$ cat src/rtl/mpu_pkg.sv
// Shared constants and FSM state type for the MPU operand load controller.
package mpu_pkg;

    localparam int unsigned N     = 8;
    localparam int unsigned AddrW = 16;
    localparam int unsigned DataW = 8;

    typedef enum logic [2:0] {
        StIdle,
        StFetch,
        StDrain,
        StCompute,
        StFinish
    } state_e;

endpackage

$ cat src/rtl/mpu_addr_gen.sv
// DRAM read address sequencer for the A then B operands, plus the one-cycle-delayed
// element index that lines up with the returning read data.
module mpu_addr_gen
    import mpu_pkg::*;
#(
    parameter int unsigned N = mpu_pkg::N
) (
    input  logic                   clk_i,
    input  logic                   rst_i,
    input  logic                   start_i,
    input  logic                   issue_i,
    input  logic [AddrW-1:0]       a_base_i,
    input  logic [AddrW-1:0]       b_base_i,
    output logic [AddrW-1:0]       addr_o,
    output logic                   last_o,
    output logic                   ld_en_o,
    output logic                   ld_sel_o,
    output logic [$clog2(N)-1:0]   ld_row_o,
    output logic [$clog2(N)-1:0]   ld_col_o
);

    localparam int unsigned NN   = N * N;
    localparam int unsigned CntW = $clog2(2 * NN);
    localparam int unsigned IdxW = $clog2(N);

    localparam logic [CntW-1:0] LastCnt = CntW'(2 * NN - 1);
    localparam logic [CntW-1:0] NNCnt   = CntW'(NN);
    localparam logic [CntW-1:0] NCnt    = CntW'(N);

    logic [AddrW-1:0] a_base_q, b_base_q;
    logic [AddrW-1:0] addr_q;
    logic [CntW-1:0]  cnt_q;
    logic             ld_en_q, ld_sel_q;
    logic [IdxW-1:0]  ld_row_q, ld_col_q;

    logic [CntW-1:0]  nxt_cnt, nxt_off, cur_off;
    logic             nxt_sel, cur_sel;
    logic [AddrW-1:0] nxt_addr;
    logic [IdxW-1:0]  cur_row, cur_col;

    // cnt_q is the index being issued this cycle; addr_q already holds its address.
    always_comb begin
        nxt_cnt  = cnt_q + CntW'(1);
        nxt_sel  = (nxt_cnt >= NNCnt);
        nxt_off  = nxt_sel ? (nxt_cnt - NNCnt) : nxt_cnt;
        nxt_addr = (nxt_sel ? b_base_q : a_base_q) + AddrW'(nxt_off);

        cur_sel  = (cnt_q >= NNCnt);
        cur_off  = cur_sel ? (cnt_q - NNCnt) : cnt_q;
        cur_row  = IdxW'(cur_off / NCnt);
        cur_col  = IdxW'(cur_off % NCnt);
    end

    assign last_o = issue_i && (cnt_q == LastCnt);

    always_ff @(posedge clk_i) begin
        if (rst_i) begin
            a_base_q <= '0;
            b_base_q <= '0;
            addr_q   <= '0;
            cnt_q    <= '0;
            ld_en_q  <= 1'b0;
            ld_sel_q <= 1'b0;
            ld_row_q <= '0;
            ld_col_q <= '0;
        end else begin
            ld_en_q  <= issue_i;
            ld_sel_q <= cur_sel;
            ld_row_q <= cur_row;
            ld_col_q <= cur_col;
            if (start_i) begin
                a_base_q <= a_base_i;
                b_base_q <= b_base_i;
                cnt_q    <= '0;
                addr_q   <= a_base_i;
            end else if (issue_i && !last_o) begin
                cnt_q  <= nxt_cnt;
                addr_q <= nxt_addr;
            end
        end
    end

    assign addr_o   = addr_q;
    assign ld_en_o  = ld_en_q;
    assign ld_sel_o = ld_sel_q;
    assign ld_row_o = ld_row_q;
    assign ld_col_o = ld_col_q;

endmodule

$ cat src/rtl/mpu_load_ctrl.sv
// Loads the A and B operands from DRAM into the MPU, launches the compute and
// waits for completion with a timeout.
module mpu_load_ctrl
    import mpu_pkg::*;
#(
    parameter int unsigned N       = mpu_pkg::N,
    parameter int unsigned TIMEOUT = 1024
) (
    input  logic                   clk,
    input  logic                   rst,
    input  logic                   start,
    input  logic [AddrW-1:0]       a_base,
    input  logic [AddrW-1:0]       b_base,
    output logic                   busy,
    output logic                   done,
    output logic                   err,
    output logic [AddrW-1:0]       dram_addr,
    input  logic [DataW-1:0]       dram_dout,
    output logic                   ld_en,
    output logic                   ld_sel,
    output logic [$clog2(N)-1:0]   ld_row,
    output logic [$clog2(N)-1:0]   ld_col,
    output logic [DataW-1:0]       ld_data,
    output logic                   mpu_start,
    input  logic                   mpu_done
);

    localparam int unsigned TmoW = $clog2(TIMEOUT + 1);
    localparam logic [TmoW-1:0] TmoMax = TmoW'(TIMEOUT);

    state_e          state_q, state_d;
    logic [TmoW-1:0] tmo_q, tmo_d;
    logic            capture, issue, last, first_cmp, mpu_done_ok;

    mpu_addr_gen #(
        .N (N)
    ) u_addr_gen (
        .clk_i    (clk),
        .rst_i    (rst),
        .start_i  (capture),
        .issue_i  (issue),
        .a_base_i (a_base),
        .b_base_i (b_base),
        .addr_o   (dram_addr),
        .last_o   (last),
        .ld_en_o  (ld_en),
        .ld_sel_o (ld_sel),
        .ld_row_o (ld_row),
        .ld_col_o (ld_col)
    );

    // A done arriving alongside the launch pulse cannot belong to this launch.
    assign first_cmp   = (tmo_q == '0);
    assign mpu_done_ok = mpu_done && !first_cmp;

    always_comb begin
        state_d   = state_q;
        tmo_d     = '0;
        capture   = 1'b0;
        issue     = 1'b0;
        mpu_start = 1'b0;
        err       = 1'b0;
        case (state_q)
            StIdle: begin
                if (start) begin
                    capture = 1'b1;
                    state_d = StFetch;
                end
            end
            StFetch: begin
                issue = 1'b1;
                if (last) begin
                    state_d = StDrain;
                end
            end
            StDrain: begin
                state_d = StCompute;
            end
            StCompute: begin
                mpu_start = first_cmp;
                if (mpu_done_ok) begin
                    state_d = StFinish;
                end else if (tmo_q == TmoMax) begin
                    err     = 1'b1;
                    state_d = StIdle;
                end else begin
                    tmo_d = tmo_q + TmoW'(1);
                end
            end
            StFinish: begin
                state_d = StIdle;
            end
            default: begin
                state_d = StIdle;
            end
        endcase
    end

    always_ff @(posedge clk) begin
        if (rst) begin
            state_q <= StIdle;
            tmo_q   <= '0;
        end else begin
            state_q <= state_d;
            tmo_q   <= tmo_d;
        end
    end

    assign busy    = (state_q != StIdle);
    assign done    = (state_q == StFinish);
    assign ld_data = dram_dout;

endmodule

$ cat config.mk
export PLATFORM = sky130hd
export DESIGN_NAME = mpu_load_ctrl
export DESIGN_NICKNAME = d
export VERILOG_FILES = /design/src/rtl/mpu_pkg.sv /design/src/rtl/mpu_addr_gen.sv /design/src/rtl/mpu_load_ctrl.sv
export SDC_FILE = /design/constraint.sdc
export NUM_CORES = 1
export LEC_CHECK = 0
export ABC_AREA = 1
export CORE_MARGIN = 2
export CORE_UTILIZATION = 45
export DETAILED_ROUTE_END_ITERATION = 10
export PLACE_DENSITY = 0.74
export REMOVE_ABC_BUFFERS = 1
export SLEW_MARGIN = 25
export SYNTH_ARGS = -nofsm -noshare
export SYNTH_HDL_FRONTEND = slang
export SYNTH_SLANG_ARGS = --single-unit
$ cat constraint.sdc
create_clock -name clk -period 9.3 [get_ports clk]
set_input_delay 0.93 -clock clk [delete_from_list [all_inputs] [get_ports clk]]
set_output_delay 0.93 -clock clk [all_outputs]
set_load 0.005 [all_outputs]
==> results.txt, run 1 <==
- In this run the tightest slew margin relative to its limit is 34.8%.
- Largest stage delay, worst path: 0.41 ns
- Summed over its instances, the top area cell type makes up 40.4% of the synthesized netlist area.
- For this block, wires on met1 add up to 4060 um.
* Worst setup path class: register to register
- In the synthesized netlist, the number of instances is 511.
- The clock tree synthesis step divided the H-tree into 3 levels.
- Crit path capture type: register
- Std-Cell Core Area: 8220 um2
- In this run the worst path has a maximum fanout of 24.
- Detailed placement finished with a half-perimeter wire length of 6300 um.
* Clock Sinks: 77
* Placed cell count: 652
- The number of clock buffers added by TritonCTS is 9.
* Maximum VDD drop: 105 uV
* Worst Max-Slew Pin Slew: 0.976 ns
- Dividing the detail-routed via count by the number of cells gives 5.27.
- Min-Delay Path Class: register to register
- Wire length per cell after detailed routing: 13.6 um
* Min-Delay Startpoint: u_addr_gen.b_base_q[5]
- Maximum number of pins on one net before global-route repair: 51
- For this run, the detailed router's first-pass iteration total came to 5.
* Post-layout instance count excluding filler cells: 668
- Peak clock frequency supported by timing: 290 MHz
- DRC violation total after the first TritonRoute iteration: 219
* Setup repair after global routing missed its margin: false
- The floorplan step defined a die boundary enclosing 9220 um2.
* Worst slack at placement: 5.43 ns
- The worst path uses 37.1% of the clock period.
- For this design, the slowest cell found on the critical path is fa_1.
- Number of cells upsized or downsized after cts: 0
- Post-synth EDFFs: 0
- Number of different library cells in the post-synthesis netlist: 43
- The die is 96.0 um tall.
* Final Critical Period: 3.45 ns
* Starting Density: 46.4%
- 0 antenna diodes ended up in the layout.
- The number of failing hold endpoints at the final stage is 0.
- The routed layout has 3520 vias.
* Layout Skew: 0.00584 ns
* Highest routed layer: met4
- The flow ran to the end, and the final reports show no timing, DRC or antenna violations.
* Master cell of the clock root buffer: clkbuf_8
- Walking the worst path, the cells encountered are ha_1, nand3_2, o21bai_4, nand2_4, o21ai_0, ha_1, inv_1, fa_1, o21ai_0, nand3_1, nor2_2, or2_1, nand3_1, a21oi_1.
- Biggest area consumer among synthesized cells: dfxtp_1
- CP delay by family, top: compound AO/OA/AOI/OAI gates
- Sequential cells were found to cover 40.4% of the synthesized design area.
- In the detailed route, the total length drawn on met3 is 535 um.
* Asr flop ratio synth: 0%
- The filler cells instantiated in the layout total 780.
- After the last flow step, the layout net total stands at 613.
* Largest buffer count on any clock path: 2
- Setup total negative slack on the finished layout was measured at 0 ns.
- Final Worst Setup Slack: 5.85 ns
- Leakage power: 1.87 nW
- Count of yosys warnings during synthesis: 0
- Most used flip-flop cell after synthesis: dfxtp_1
- By area the synthesized netlist is led by dfxtp_1 (40%), nand2_1 (8.4%), a21oi_1 (6.4%).
- The number of max-slew violations in the final report is 0.
- The startpoint identified for the worst register-to-register timing path is u_addr_gen.cnt_q[1].
- The die is 96.0 um wide.
- Tracing the worst setup path back leads to its startpoint at u_addr_gen.cnt_q[1].
- Arrival time at the worst endpoint: 3.73 ns
- In the detailed route, the total length drawn on met2 is 4370 um.
- IO Count: 80
- Standard-cell row count: 33
- Wires add up to 9100 um.
* Area used by multi-input combinational logic: 1920 um2
* Initial antenna violation count: 0
* Total DRC errors in the routed layout: 0
* Overflow left after global routing: 0
* Endpoints failing setup: 0
- Of the cells placed in the final design, the portion with a size suffix greater than 1 is 8.88%.
- Count of buffers added by post-CTS timing repair for setup: 0
- The via count of the first global-routing pass was 3326.
- Buffers placed on the I/O ports in this run total 63.
* Signed area change from the synthesized netlist to the final layout: 21.5%
* Hold_buf cts: 0
* Cell depth of the worst min-delay path: 2
- The first global-routing pass estimated 15300 um of wire.
- Clock-pin slew was measured on the worst setup and hold paths at 0.08 ns.
- Once detail routing completed, the nets flagged for antenna violations numbered 0.
- For the worst-skew pair, the clock arrives at the later sink with an insertion delay of 0.36 ns.
* Routability congestion estimate: 0.781
* Sort of element at the start of the critical path: register
- After synthesis, the mean cell area works out to 7.46 um2.
- For the worst setup path, the data required time is 9.59 ns.
- Share of the core filled with cells: 56.4%
- For the worst flop-to-flop path, the logic depth is 14.
* Worst hold-check slack: 0.455 ns
- Counting flops and latches in the post-synthesis netlist gives 77.
- CTS tree: built
- Dividing total power by cell area gives a power density of 184 nW/um2.
* Path length in cells of the critical path: 14
* Number of buffer and inverter instances along the worst setup path: 1
- Area of the mapped netlist: 3810 um2
- Max-cap check violation count: 0
- Global routing used 21.4% of the available tracks across all layers.
- Storage cell area: 1540 um2
-- worst paths after layout --
path | end | slack (ns)
hold reg to reg | u_addr_gen.b_base_q[5] | 0.45
setup reg to reg | u_addr_gen.addr_o[10] | 5.85
hold / removal | u_addr_gen.b_base_q[5] | 0.45
setup / recovery | u_addr_gen.addr_o[10] | 5.85
-- metal layers --
| layer | GRT usage, % | vias up |
|---|---|---|
| met5 | 0 | - |
| li1 | - | 1771 |
| met3 | 7.44 | 13 |
| met2 | 35.4 | 101 |
| met1 | 26.2 | 1635 |
| met4 | 6.43 | 0 |
-- synthesized netlist by cell type, types with 7 or more instances --
cell       n
clkbuf_1  13
nand2_2    7
nand2_4    9
nand4_1    8
nand3_1   37
nor3_1     7
xor2_1     8
ha_1      10
a31oi_1    8
dfxtp_1   77
o21ai_0   49
inv_1     47
a21oi_1   49
buf_4      8
nor2_1    48
nand2_1   85
-- layout make-up --
cell class              count  area share [%]
clock inverters             4           0.973
flip-flops and latches     77            33.3
clock buffers              12            3.57
multi-input cells         354            41.4
well taps                 105            2.84
inverters                  52            4.22
repair buffers             64            13.7
-- report_power, final --
group | internal, mW | total (mW) | switching [mW]
clock | 0.145 | 0.266 | 0.122
combinational | 0.0856 | 0.198 | 0.113
sequential | 0.366 | 0.385 | 0.0187
-- worst register-to-register path: stages (launching register included) --
cell      delay [ns]
dfxtp_1         0.40
ha_1            0.23
nand3_2         0.14
o21bai_4        0.30
nand2_4         0.28
o21ai_0         0.24
ha_1            0.21
inv_1           0.08
fa_1            0.41
o21ai_0         0.36
nand3_1         0.19
nor2_2          0.16
or2_1           0.12
nand3_1         0.07
a21oi_1         0.17
-- cells in the final DEF, fill, tap and decap left out, drive strengths merged, types with 2 or more instances in the layout --
| master | count |
|---|---|
| nand4 | 8 |
| buf | 2 |
| clkdlybuf4s50 | 62 |
| xnor2 | 2 |
| nor2 | 53 |
| nand3 | 38 |
| nor3 | 7 |
| clkbuf | 12 |
| o21bai | 3 |
| xor2 | 8 |
| a211oi | 2 |
| o21a | 2 |
| a31oi | 8 |
| ha | 10 |
| a21oi | 51 |
| dfxtp | 77 |
| nand2 | 101 |
| or2 | 2 |
| o21ai | 51 |
| clkinv | 5 |
| inv | 50 |
-- cells by family after synthesis --
group / synth area share (%)
simple gates: 26.6
flops: 40.4
compound gates: 17.6
xor+xnor: 2.30
buf+inv: 9.29
fa+ha+maj: 3.81
-- registers in the layout, summed over array words and instances (netlist names), 3 cells and up --
signal / count
u_addr_gen.a_base_q: 16
tmo_q: 11
state_q: 3
u_addr_gen.addr_o: 16
u_addr_gen.ld_row_o: 3
u_addr_gen.cnt_q: 7
u_addr_gen.ld_col_o: 3
u_addr_gen.b_base_q: 16
-- per-stage QoR --
stage	cell area (um2)	total power, mW
2_1_floorplan	3650	0.502
3_3_place_gp	4430	0.584
3_5_place_dp	4430	0.590
4_1_cts	4640	0.855
5_1_grt	4630	0.898
6_report	4630	0.850
Note: power is estimated with default switching activity, not from simulation.
==> run 2, diff against run 1 <==
==> constraint.sdc (replaced) <==
create_clock -name clk -period 3.4 [get_ports clk]
set_input_delay 0.34 -clock clk [delete_from_list [all_inputs] [get_ports clk]]
set_output_delay 0.34 -clock clk [all_outputs]
set_load 0.005 [all_outputs]
==> results.txt, run 2 (synthesis results as in run 1) <==
- Startpoint of the worst setup timing path: u_addr_gen.cnt_q[1]
- The effective utilization at floorplan was 46.4% (unchanged).
* Commonest non-fill, non-tap cell in the layout: nand2_1
- The remaining max-slew budget at the tightest pin came to 69.6% (+35 points).
* Die Wd: 96.0 um (unchanged)
- Peak clock frequency supported by timing: 324 MHz (+12%)
- The final clock skew was 0.0103 ns (+0.00443 ns).
- Sort of element at the start of the critical path: register
- Maximum number of pins on one net before global-route repair: 38 (-25%)
* Part of the total power dissipated in sequential elements: 45.3% (about the same)
* Data required time at the worst endpoint: 3.68 ns (-5.91 ns)
- The share of total power in the clock network came to 31.3% (about the same).
* Overall via count from detail_route: 3526 (+0.17%)
- The worst voltage drop across the vdd grid came to 273 uV (+160%).
* First-pass GRT wire length: 15300 um (about the same)
- Reg-to-Reg Start: u_addr_gen.cnt_q[1]
- Status: finished, final reports clean
- IO Count: 80 (unchanged)
- The row count is 33 (unchanged).
- The number of placed instances with taps included is 656 (+0.61%).
* Hold_buf cts: 0 (unchanged)
- The final-stage net count came to 617 (+0.65%).
- Top library cells by usage in the layout, fill and taps aside: nand2_1 (85), dfxtp_1 (77), clkdlybuf4s50_1 (63)
* Number of detailed-routing iterations run before antenna repair: 5 (unchanged)
- The footprint of the multi-input gates is 1920 um2 (unchanged).
- Total DRC errors in the routed layout: 0 (unchanged)
* Worst Max-Slew Pin Slew: 0.455 ns (-0.521 ns)
- Overall fraction of global-route tracks in use: 21.5% (+0.052 points)
- Post-route cell area: 4660 um2 (+0.68%)
- Final-report hold violation count: 0 (unchanged)
- Total internal power: 1.65 mW (+180%)
* Clock latency on the worst-skew pair: 0.35 ns (about the same)
- Filler instances: 741 (-5.0%)
- Min-Delay Startpoint: u_addr_gen.b_base_q[0]
- Vertical die dimension: 96.0 um (unchanged)
- Comb power frac: 23.4% (about the same)
- Net switching fraction of the power: 29.6% (-0.20 points)
- Diode count: 0 (unchanged)
- The vias per cell was 5.25 (-0.43%).
* Fraction of final layout cells with drive strength greater than 1: 8.99% (+0.11 points)
- The number of max-slew violations in the final report was 0 (unchanged).
- Net switching component of the power: 694 uW (+170%)
- The clock-pin slew on the worst setup and hold paths was 0.08 ns (about the same).
- The first-iteration detailed-routing DRC count is 207 (-5.5%).
* Worst hold-check slack: 0.467 ns (+0.0126 ns)
- # port buffers: 63 (unchanged)
* Summed negative setup slack over all endpoints: 0 ns (unchanged)
- The global-route congestion overflow total is 0 (unchanged).
* Largest buffer count on any clock path: 2 (unchanged)
- Final routed wirelength across all metal layers: 9290 um (+2.0%)
* Die Outline Area: 9220 um2 (unchanged)
- Leakage power: 1.88 nW (+0.68%)
- STA classifies the critical path endpoint as a register.
* Signed area change from the synthesized netlist to the final layout: 22.3%
- The TritonCTS buffer count is 9 (unchanged).
- The post-CTS repair timing setup buffer count is 0 (unchanged).
* Master cell of the clock root buffer: clkbuf_8
* H-Tree Level Count: 3 (unchanged)
- Setup repair after global routing missed its margin: false
- Clock Sinks: 77 (unchanged)
- The count of non-filler cells in the finished layout is 672 (+0.60%).
- Detailed-placement wirelength estimate: 6650 um (+5.7%)
- The shortest period the worst path allows came to 3.09 ns (-0.358 ns).
- TritonCTS built the clock tree.
* Wire length per cell after detailed routing: 13.8 um (+1.4%)
- The via count of the first global-routing pass was 3254 (-2.2%).
* Final worst-path cycle share: 90.8% (+54 points)
- Endpoints failing setup: 0 (unchanged)
* Worst Path Max Fanout: 17 (-29%)
- Share of the core filled with cells: 56.7% (+0.38 points)
- Max-cap check violation count: 0 (unchanged)
- Std-Cell Core Area: 8220 um2 (unchanged)
* Initial antenna violation count: 0 (unchanged)
* Pwr/cell area: 503 nW/um2 (+170%)
* Worst setup path class: register to register
- Storage cell area: 1540 um2 (unchanged)
- Post-route ant nets: 0 (unchanged)
- Area after DPL: 4460 um2 (+0.68%)
* Min-Delay Path Class: register to register
* Arrival time at the worst endpoint: 3.37 ns (-0.36 ns)
- The routability-driven placement congestion ratio was 0.927 (+19%).
## run 2: cell types whose count changed in the layout (fill, tap and decap cells not counted)
| cell | delta |
|---|---|
| clkdlybuf4s50_1 | +1 |
| buf_4 | +4 |
| bufinv_16 | +1 |
| buf_2 | -1 |
| o21ai_0 | -1 |
| clkbuf_1 | +2 |
| clkbuf_8 | -3 |
| o21ai_1 | +1 |
## run 2: worst paths after layout
check / slack, ns / endpoint / cells past startpoint
max: 0.31 / u_addr_gen.addr_o[10] / 16
min: 0.47 / u_addr_gen.b_base_q[0] / 2
max reg2reg: 0.31 / u_addr_gen.addr_o[10] / 16
min reg2reg: 0.47 / u_addr_gen.b_base_q[0] / 2
## run 2: power by group through the flow
stage | Sequential [mW] | Clock (mW) | Combinational [mW]
after detailed placement | 1.08 | 0 | 0.546
after floorplan | 1.07 | 0 | 0.304
after global routing | 1.07 | 0.785 | 0.618
final | 1.06 | 0.734 | 0.548
after CTS | 1.06 | 0.750 | 0.551
after global placement | 1.08 | 0 | 0.540
## run 2: area by class of cell
type | count | share of cell area (%)
Sequential cell | 77 | 33.1
Inverter | 52 | 4.19
Multi-Input combinational cell | 354 | 41.2
Clock buffer | 11 | 2.82
Tap cell | 105 | 2.82
Clock inverter | 5 | 1.61
Timing Repair Buffer | 68 | 14.3
## run 2: layer usage
layer | global-route usage, % | vias to the layer above | wire length (um)
met4 | 8.81 | 0 | 189
met5 | 0 | - | 0
li1 | - | 1781 | -
met1 | 28.2 | 1628 | 4160
met3 | 4.62 | 15 | 549
met2 | 34.1 | 102 | 4390
## run 2: what timing repair did
item,in CTS,in global routing
resized for setup,0,1
endpoints found under the setup margin,0,2
endpoints found under the hold margin,0,0
## run 2: stage by stage
step / power, mW / worst slack (ns)
finish: 2.34 / 0.312
global route: 2.48 / 0.0100
CTS: 2.36 / 0.219
detailed placement: 1.63 / 0.264
global placement: 1.62 / 0.422
floorplan: 1.37 / 0.394
## run 2: worst max-delay path, stage by stage, from the launching register on
cell and delay, ns:
dfxtp_1 0.39, ha_1 0.22, nand3_2 0.14, o21bai_4 0.27, nand2_4 0.21, buf_4 0.23, nand2_1 0.06, o21ai_0 0.10
ha_1 0.38, nand2_1 0.07, o21a_1 0.18, o21ai_1 0.13, nand3_1 0.15, nor2_2 0.14, or2_1 0.12, nand3_1 0.08
a21oi_1 0.15
